## config.mk

```make
export PLATFORM = sky130hd
export DESIGN_NAME = stopwatch_ctrl
export DESIGN_NICKNAME = d
export VERILOG_FILES = /design/src/rtl/stopwatch_ctrl.sv
export SDC_FILE = /design/constraint.sdc
export NUM_CORES = 1
export LEC_CHECK = 0
export ABC_AREA = 1
export BUFFER_PORTS_ARGS = -buffer_cell sky130_fd_sc_hd__buf_2
export CAP_MARGIN = 20
export CORE_MARGIN = 2
export CORE_UTILIZATION = 60
export CTS_BUF_LIST = sky130_fd_sc_hd__clkbuf_2
export CTS_CLUSTER_DIAMETER = 60
export DETAILED_ROUTE_END_ITERATION = 7
export PLACE_DENSITY = 0.81
export RECOVER_POWER = 100
export SLEW_MARGIN = 20
export SYNTH_ARGS = -nofsm -noshare
export SYNTH_HDL_FRONTEND = slang
export SYNTH_SLANG_ARGS = --single-unit
export TNS_END_PERCENT = 20
```

## constraint.sdc

```tcl
create_clock -name clk -period 4.4 [get_ports clk]
set_input_delay 0.88 -clock clk [delete_from_list [all_inputs] [get_ports clk]]
set_output_delay 0.88 -clock clk [all_outputs]
set_load 0.01 [all_outputs]
```

## src/rtl/stopwatch_ctrl.sv

```systemverilog
// Stopwatch control: run/pause/lap/clear FSM, gates the 1 s pulse generator and
// accumulates its ticks into a BCD MM:SS value for the seven-segment driver.
module stopwatch_ctrl #(
   parameter int MAX_MIN = 59
) (
   input  logic       clk,
   input  logic       rst,
   input  logic       btn_start_stop,
   input  logic       btn_clear,
   input  logic       btn_lap,
   input  logic       pulse_1s,
   output logic       enable_pulse_1s,
   output logic [3:0] sec_ones,
   output logic [3:0] sec_tens,
   output logic [3:0] min_ones,
   output logic [3:0] min_tens,
   output logic       running,
   output logic       lap_active,
   output logic       overflow
);

   typedef enum logic [1:0] {
      S_IDLE  = 2'd0,
      S_RUN   = 2'd1,
      S_PAUSE = 2'd2,
      S_LAP   = 2'd3
   } state_t;

   typedef struct packed {
      logic [3:0] mt;
      logic [3:0] mo;
      logic [3:0] st;
      logic [3:0] so;
   } bcd_t;

   typedef struct packed {
      logic wrap;
      bcd_t val;
   } bcd_step_t;

   localparam logic [3:0] MAX_MIN_T = 4'(MAX_MIN / 10);
   localparam logic [3:0] MAX_MIN_O = 4'(MAX_MIN % 10);

   state_t    r_state;
   state_t    w_state_nx;
   logic      r_ss_prev;
   logic      r_clr_prev;
   logic      r_lap_prev;
   logic      w_ss_press;
   logic      w_clr_press;
   logic      w_lap_press;
   logic      w_counting;
   logic      w_tick;
   logic      w_capture;
   logic      w_overflow_nx;
   bcd_step_t w_inc;
   bcd_t      r_live;
   bcd_t      r_hold;
   bcd_t      r_disp;
   bcd_t      w_live_nx;
   bcd_t      w_hold_nx;
   bcd_t      w_disp_nx;
   logic      r_enable;
   logic      r_running;
   logic      r_lap_active;
   logic      r_overflow;

   // One-second BCD increment; minutes wrap to 00:00 after MAX_MIN:59.
   function automatic bcd_step_t bcd_inc(input bcd_t v);
      bcd_step_t r;
      r.wrap = 1'b0;
      r.val  = v;
      if (v.so != 4'd9) begin
         r.val.so = v.so + 4'd1;
      end else begin
         r.val.so = 4'd0;
         if (v.st != 4'd5) begin
            r.val.st = v.st + 4'd1;
         end else begin
            r.val.st = 4'd0;
            if ((v.mt == MAX_MIN_T) && (v.mo == MAX_MIN_O)) begin
               r.val.mt = 4'd0;
               r.val.mo = 4'd0;
               r.wrap   = 1'b1;
            end else if (v.mo != 4'd9) begin
               r.val.mo = v.mo + 4'd1;
            end else begin
               r.val.mo = 4'd0;
               r.val.mt = v.mt + 4'd1;
            end
         end
      end
      return r;
   endfunction

   assign w_ss_press  = btn_start_stop & ~r_ss_prev;
   assign w_clr_press = btn_clear & ~r_clr_prev;
   assign w_lap_press = btn_lap & ~r_lap_prev;

   always_comb begin
      w_state_nx = r_state;
      if (w_clr_press) begin
         w_state_nx = S_IDLE;
      end else begin
         case (r_state)
            S_IDLE:  if (w_ss_press) w_state_nx = S_RUN;
            S_RUN: begin
               if (w_ss_press)       w_state_nx = S_PAUSE;
               else if (w_lap_press) w_state_nx = S_LAP;
            end
            S_PAUSE: if (w_ss_press) w_state_nx = S_RUN;
            S_LAP: begin
               if (w_ss_press)       w_state_nx = S_PAUSE;
               else if (w_lap_press) w_state_nx = S_RUN;
            end
         endcase
      end
   end

   // A tick is judged on the current state, so one arriving as RUN is left still counts.
   always_comb begin
      w_counting    = (r_state == S_RUN) || (r_state == S_LAP);
      w_tick        = pulse_1s & w_counting & ~w_clr_press;
      w_capture     = (r_state == S_RUN) && (w_state_nx == S_LAP);
      w_inc         = bcd_inc(r_live);
      w_overflow_nx = w_tick & w_inc.wrap;

      w_live_nx = r_live;
      w_hold_nx = r_hold;
      if (w_clr_press) begin
         w_live_nx = '0;
         w_hold_nx = '0;
      end else begin
         if (w_tick)    w_live_nx = w_inc.val;
         if (w_capture) w_hold_nx = r_live;
      end

      w_disp_nx = (w_state_nx == S_LAP) ? w_hold_nx : w_live_nx;
   end

   always_ff @(posedge clk) begin
      if (!rst) begin
         r_state      <= S_IDLE;
         r_ss_prev    <= 1'b0;
         r_clr_prev   <= 1'b0;
         r_lap_prev   <= 1'b0;
         r_live       <= '0;
         r_hold       <= '0;
         r_disp       <= '0;
         r_enable     <= 1'b0;
         r_running    <= 1'b0;
         r_lap_active <= 1'b0;
         r_overflow   <= 1'b0;
      end else begin
         r_state      <= w_state_nx;
         r_ss_prev    <= btn_start_stop;
         r_clr_prev   <= btn_clear;
         r_lap_prev   <= btn_lap;
         r_live       <= w_live_nx;
         r_hold       <= w_hold_nx;
         r_disp       <= w_disp_nx;
         r_enable     <= (w_state_nx == S_RUN) || (w_state_nx == S_LAP);
         r_running    <= (w_state_nx == S_RUN) || (w_state_nx == S_LAP);
         r_lap_active <= (w_state_nx == S_LAP);
         r_overflow   <= w_overflow_nx;
      end
   end

   assign enable_pulse_1s = r_enable;
   assign sec_ones        = r_disp.so;
   assign sec_tens        = r_disp.st;
   assign min_ones        = r_disp.mo;
   assign min_tens        = r_disp.mt;
   assign running         = r_running;
   assign lap_active      = r_lap_active;
   assign overflow        = r_overflow;

endmodule

```

# Yosys cells after proc, flatten, opt, wreduce, memory -nomap -nowiden
# Index checks and enable logic that the tools add are counted.
dict set report totals {
  word_cells 69
  out_inout_bits 20
  regBits 56
}
dict set report op_classes {
  n_reduce_logical 6
  n_mux 20
  addsub 4
  eq_ne 10
  n_bitwise 10
}
# operator n
set ops {}
lappend ops {{$mux W16} 5}
lappend ops {{$add A4 B1 Y4 const B} 4}
lappend ops {{$mux W4} 4}
lappend ops {{$mux W13} 1}
lappend ops {{$mux W2} 6}
lappend ops {{$mux W9} 1}
lappend ops {{$mux W8} 1}
lappend ops {{$ne A4 B4 Y1 const B} 2}
lappend ops {{$and A1 B1 Y1} 6}
lappend ops {{$eq A2 B2 Y1 const B} 3}
lappend ops {{$pmux W2 S3} 1}
lappend ops {{$eq A2 B1 Y1 const B} 2}
lappend ops {{$eq A4 B3 Y1 const B} 1}
lappend ops {{$eq A4 B4 Y1 const B} 1}
lappend ops {{$ne A4 B3 Y1 const B} 1}
lappend ops {{$not A1 Y1} 4}
lappend ops {{$logic_and A1 B1 Y1} 2}
lappend ops {{$logic_not A2 Y1} 1}
lappend ops {{$logic_or A1 B1 Y1} 2}
lappend ops {{$reduce_or A2 Y1} 1}
lappend ops {{$mux W1} 1}

# Depth between registers and ports, before layout
# Gate-level depths: netlist (run 1).
dict set report depth {
  ltp_word 11
  ltp_mapped 11
}

# Worst setup path before layout (run 1)
# No wires, ideal clock.
dict set report synth_timing {
  path_kind {in2reg}
  from {input port btn_clear}
  to {register r_disp, in the netlist min_ones[0]}
  slack_ps 2497
  arrival_ps 1785
  cell_stages 10
  setup_ps 118
  required_time_ps 4282
  path_buffers 1
  path_cell_list {nand2_1 > buf_2 > nand2_2 > nor2_8 > nand2_1 > clkinv_1 > nand2_1 > nand3_1 > nand2_1 > a21boi_1}
}
dict set report synth_via {
  elab_chain_len 7
  word_cells_on_any_way 11
}
# item line
set synth_lines {}
lappend synth_lines {{start, declared} 9} ;# input logic btn_clear,
lappend synth_lines {{$and A1 B1 Y1 *} 97} ;# assign w_clr_press = btn_clear & ~r_clr_prev;
lappend synth_lines {{$mux W2} 102} ;# if (w_clr_press) begin
lappend synth_lines {{$eq A2 B2 Y1} {124, 138}}
lappend synth_lines {{$logic_and A1 B1 Y1} 124} ;# w_capture = (r_state == S_RUN) && (w_state_nx == S_LAP);
lappend synth_lines {{$mux W16} 135} ;# if (w_capture) w_hold_nx = r_live;
lappend synth_lines {{$mux W16} 130} ;# if (w_clr_press) begin
lappend synth_lines {{$mux W16 *} 138} ;# w_disp_nx = (w_state_nx == S_LAP) ? w_hold_nx : w_live_nx;
lappend synth_lines {{end signal, assigned} 161} ;# r_disp <= w_disp_nx;
lappend synth_lines {{end, declared} 59} ;# bcd_t r_disp;
# Every way passes the cells marked *; elsewhere a longest branch is shown, timed or not.
# A chain may end at the register's enable or synchronous reset.

# Worst setup path after layout (run 1)
dict set report layout_timing {
  from {input port btn_clear}
  to {register r_disp, in the netlist sec_tens[3]}
}
# The elaborated chain is that of the path after synthesis.

==> run metrics, run 1 <==
PostCTS Resize Cnt=0; Max VDD drop=0.0001858 V; dpl cells=429; routed via count=2301; WHS Path Cells=2; fin crit share=0.7187; first-pass GRT wire length=9446 um; Worst Tran Pin Value=799.3 ps; cell mode on critical path=nand2_1; CTS Buf Count=5; Reg2Reg Setup Slack=1310 ps; routability cong.=0.8281; main combinational cell family by area after synthesis=simple AND/OR/NAND/NOR gates; Yosys top cell area share=0.4284; share of layout cells above drive strength 1=0.05426; yosys warns=0; DR pass1 iterations=6; Static Leak=1.354 nW; worst r2r src=r_clr_prev; Mapped Area=2570 sq um; Final Non-Filler Cells=437; top routing layer in use=met4; worst hold path type=register to register; final setup fails=0; area grow syn2layout=5.794%; wire length on met1=2402 um; CP Data Required Time=4770 ps; XOR/XNOR Fraction of Synth Area=0.01022; Setup Fix Bufs, Post-CTS=0; Slew Limit Headroom=0.4652; flop and latch count out of synthesis=55; Die X=69.45 um; Critical-path top delay cell=nand3_1; routed vias/inst=5.265; residual DRC count=0; nets=400; diode count=0; status=completed; RSZ-0062 raised after global routing=false; Final Critical Period=3162 ps; mux contribution to synthesized area=0; reg-to-reg endpoint=sec_tens[3]; Synth area leader=dfxtp_1; Pwr Density=303.1 nW/um^2; Buffers on Ports=25; Clock Skews=30.64 ps; Starting DRT DRC Count=222; maximum clock path buffer count=2; synth top area cells=dfxtp_1 43%, nand2_1 12%, inv_1 9.1%; vias in the first global route=2205; Achievable Freq=0.3162 GHz; Distinct cells, synth=30; Synth Area in Adders=0.03895; crit-path max FO=20; Crit path max-delay family=simple AND/OR/NAND/NOR gates; dpl hpwl=4040 um; final hold viol count=0; Critical Path AT=3530 ps; initial antenna violation count=0; Final Max Tran Viols=0; final antenna-violating net count=0; top-count cell post-synth=nand2_1; Die Area=4823 sq um; clock insertion delay at the later pin of the skew report=460 ps; WHS Endpoint=r_live[10]; Routed Wire Length=5459 um; top post-synthesis cells by count=84 x nand2_1, 62 x inv_1, 55 x dfxtp_1, 37 x nand3_1, 30 x nor2_1; Root Driver=clkbuf_2; Synth Flop Type=dfxtp_1; worst-path cell chain=clkbuf_1, nand2_1, nand2_1, nor2_1, nand3_1, inv_1, nand2_1, nand4_1, nand2_1; remaining global-route overflow=0; setup tns final=0 ps; Setup CP Type=primary input to register; WL/cell=12.49 um; sequential fraction of the synthesis area=0.4284; fillcell total=370; met2 wire len=2630 um; cells after synthesis=364; Compound-Gate Fraction of Synth Area=0.06329; crit end category=register; initial core utilization=0.6334; ys async rst share=0; core box area=4058 sq um; clk sinks=55; largest net degree at the start of global routing=27; max-cap violation count=0; H-tree Lvls=2; min-delay src=r_live[10]; routed wl met3=307 um; I/O pins=26; Worst setup SP type=primary input; Post-Synth Simple-Gate Area=0.3364; syn avg cell area=7.060 sq um; Reg clk slew, reported paths=290 ps; Net Count, Synth=378; cts hold-fix bufs=0; Reg2Reg Depth=9; EDFF count, synth=0; number of cell rows=23; slowest cell delay on critical path=680 ps; CTS tree=built; crit path launch=btn_clear; Worst Path Buf+Inv=2; global router's overall resource usage=0.2423; Die Y=69.45 um
## per-stage QoR
step,setup slack [ps],instance area (sq um),hold slack [ps],power (mW),util
finish,1238,2719,521.9,0.8241,0.6701
global route,968.5,2719,556.0,0.8517,0.6701
CTS,1800,2780,517.7,0.8310,0.6852
detailed placement,1287,2709,488.7,0.5715,0.6676
global placement,1346,2709,473.9,0.5701,0.6676
floorplan,2497,2570,465.4,0.5579,-
## area by class of cell
cell class	instances	area, sq um	share of cell area
Multi-Input combinational cell	229	1120	0.4119
Sequential cell	55	1101	0.4050
Tap cell	50	62.56	0.02301
Inverter	69	259.0	0.09526
Timing Repair Buffer	26	105.1	0.03866
Clock buffer	5	25.02	0.009204
Clock inverter	3	46.29	0.01703
## worst max path at each step
stage / to / slack (ps) / cells after the start
2_1_floorplan: min_ones[0] / 2500 / 10
3_3_place_gp: min_tens[3] / 1350 / 9
3_5_place_dp: sec_ones[3] / 1290 / 9
4_1_cts: sec_tens[3] / 1800 / 9
5_1_grt: sec_tens[3] / 970 / 9
6_report: sec_tens[3] / 1240 / 9
## report_power, final
| part | internal (mW) | switching (mW) | total [mW] |
|---|---|---|---|
| registers | 0.506 | 0.00270 | 0.509 |
| clock network | 0.0977 | 0.166 | 0.264 |
| logic | 0.0119 | 0.0398 | 0.0517 |
## state kept, by name (all words and copies together), names as in the netlist
name / count
r_clr_prev: 1
r_live: 16
sec_ones: 4
lap_active: 1
overflow: 1
min_ones: 4
r_ss_prev: 1
min_tens: 4
r_lap_prev: 1
r_hold: 16
sec_tens: 4
r_state: 2
## cells in the final DEF, fill, tap and decap left out, drive strengths merged
cell and instances:
buf 4, a211oi 1, clkinv 3, nand4 19, nor2 36, nand3 39
o21ai 3, o31ai 2, a21boi 2, a21oi 22, nand2b 1, nand2 87
ha 8, clkinvlp 1, inv 67, clkbuf 27, nor3 5, dfxtp 55
bufinv 1, xor2 3, and2 1
## routing by layer
metal  up-vias  global-route usage
met5         -                   0
met4         0              0.1068
met3        12             0.03052
met2        71              0.4145
met1      1034              0.3052
li1       1184                   -
## worst register-to-register path: stages (launching register included)
cell     delay (ps)
dfxtp_1         420
inv_2            40
nand2_1         490
nand2_1         160
nor2_1          640
nand3_1         680
inv_1           340
nand2_1         100
nand4_1          80
nand2_1          60
## logic make-up after synthesis
| family | Yosys count |
|---|---|
| AND/OR/NAND/NOR | 188 |
| buffers and inverters | 80 |
| flip-flops | 55 |
| AO/OA/AOI/OAI | 30 |
| adder cells (fa/ha/maj) | 8 |
| XOR/XNOR | 3 |
Note: power is estimated with default switching activity, not from simulation.
==> run 2, diff against run 1 <==
--- a/config.mk
+++ b/config.mk
@@ -9,11 +9,11 @@
 export BUFFER_PORTS_ARGS = -buffer_cell sky130_fd_sc_hd__buf_2
 export CAP_MARGIN = 20
 export CORE_MARGIN = 2
-export CORE_UTILIZATION = 60
+export CORE_UTILIZATION = 55
 export CTS_BUF_LIST = sky130_fd_sc_hd__clkbuf_2
 export CTS_CLUSTER_DIAMETER = 60
 export DETAILED_ROUTE_END_ITERATION = 7
-export PLACE_DENSITY = 0.81
+export PLACE_DENSITY = 0.78
 export RECOVER_POWER = 100
 export SLEW_MARGIN = 20
 export SYNTH_ARGS = -nofsm -noshare
==> constraint.sdc (replaced) <==
create_clock -name clk -period 2.85 [get_ports clk]
set_input_delay 0.57 -clock clk [delete_from_list [all_inputs] [get_ports clk]]
set_output_delay 0.57 -clock clk [all_outputs]
set_load 0.01 [all_outputs]
==> run metrics, run 2 (synthesized netlist as in run 1, its figures left out) <==
status=completed; Buffers on Ports=25; nets=403; Starting DRT DRC Count=163; cts hold-fix bufs=0; Largest regs=r_hold: 16 flops, r_live: 16 flops; fin crit share=0.7725; Worst Tran Pin Value=633.5 ps; clk sinks=55; remaining global-route overflow=0; core box area=4414 sq um; Setup Fix Bufs, Post-CTS=0; Slew Limit Headroom=0.5761; first-pass GRT wire length=8749 um; Pwr Density=430.2 nW/um^2; Critical Path AT=2570 ps; share of layout cells above drive strength 1=0.05641; crit end category=register; Worst setup SP type=register; Final Critical Period=2202 ps; Die X=72.36 um; cell mode on critical path=nand2_1; final setup fails=0; final antenna-violating net count=0; Final Non-Filler Cells=442; WL/cell=12.21 um; H-tree Lvls=2; Clock Skews=21.26 ps; I/O pins=26; initial core utilization=0.5822; Die Area=5235 sq um; PostCTS Resize Cnt=0; CTS Buf Count=5; final hold viol count=0; DR pass1 iterations=5; Place WS=591.3 ps; routability cong.=0.8947; Final Max Tran Viols=0; Root Driver=clkbuf_2; routed vias/inst=5.186; Setup CP Type=register to register; area grow syn2layout=5.794%; vias in the first global route=1946; global router's overall resource usage=0.2161; number of cell rows=24; dpl hpwl=4047 um; diode count=0; dpl cells=434; Routed Wire Length=5399 um; fillcell total=428; slowest cell delay on critical path=510 ps; setup tns final=0 ps; max-cap violation count=0; maximum clock path buffer count=2; Max VDD drop=0.0002243 V; total power=1.170 mW; largest net degree at the start of global routing=20; RSZ-0062 raised after global routing=false; crit-path max FO=15; initial antenna violation count=0; Die Y=72.36 um; worst hold path type=primary input to register; routed via count=2292; worst-path cell chain=nand2_1, nor2_1, nor2_1, nand2_1, nand2_1, inv_1, nor2_4, inv_2, a21boi_0; residual DRC count=0; Critical-path top delay cell=dfxtp_1; Static Leak=1.367 nW; most common cell after layout, fill and taps aside=nand2_1; CTS tree=built; most frequent cells in the layout=87 x nand2_1, 64 x inv_1, 55 x dfxtp_1; Reg clk slew, reported paths=260 ps; CP Data Required Time=3220 ps; clock insertion delay at the later pin of the skew report=450 ps; final setup margin=648.5 ps; Achievable Freq=0.4542 GHz
## run 2: changes by cell type in the layout (fill, tap and decap cells not counted), moves of 2 or more
cell | previous run | this run
nand2_1 | 85 | 87
nand2_2 | 2 | 0
inv_2 | 4 | 2
buf_4 | 1 | 4
inv_1 | 62 | 64
## run 2: final cells by class
class	instances	area (sq um)	share of cell area
multi-input cells	229	1122	0.4128
flip-flops and latches	55	1101	0.4050
inverters	69	259.0	0.09526
repair buffers	29	128.9	0.04740
well taps	52	65.06	0.02393
clock buffers	6	30.03	0.01104
clock inverters	2	12.51	0.004602
## run 2: per-stage QoR
step / util / area (sq um) / hold WS (ps)
after floorplan: - / 2570 / 465.4
final: 0.6159 / 2719 / 302.3
after global routing: 0.6159 / 2719 / 266.4
after global placement: 0.6193 / 2734 / 477.4
after detailed placement: 0.6193 / 2734 / 485.5
after CTS: 0.6290 / 2776 / 287.7
## run 2: path summary, 6_finish.rpt
check / from / end / slack, ps / cells after the start
max: r_state[0] / sec_ones[2] / 650 / 9
min: btn_clear / r_clr_prev / 300 / 3
min reg2reg: r_live[10] / r_live[10] / 510 / 2
max reg2reg: r_state[0] / sec_ones[2] / 650 / 9
## run 2: report_power, final
part | total [mW] | internal, mW | switching (mW)
Sequential | 0.785 | 0.780 | 0.00427
Combinational | 0.0839 | 0.0217 | 0.0622
Clock | 0.301 | 0.0635 | 0.237
## run 2: metal layers
| metal | track usage | vias up | share of wire |
|---|---|---|---|
| li1 | - | 1197 | - |
| met1 | 0.2746 | 1029 | 0.45 |
| met2 | 0.3609 | 59 | 0.49 |
| met3 | 0.04583 | 7 | 0.047 |
| met4 | 0.07966 | 0 | 0.015 |
| met5 | 0 | - | 0 |
## run 2: critical path, delay by kind of cell (launching register included)
family	cells	cell delay [ps]
buffers and inverters	2	530
DFF	1	510
and+or+nand+nor	6	950
AOI/OAI and AO/OA	1	130
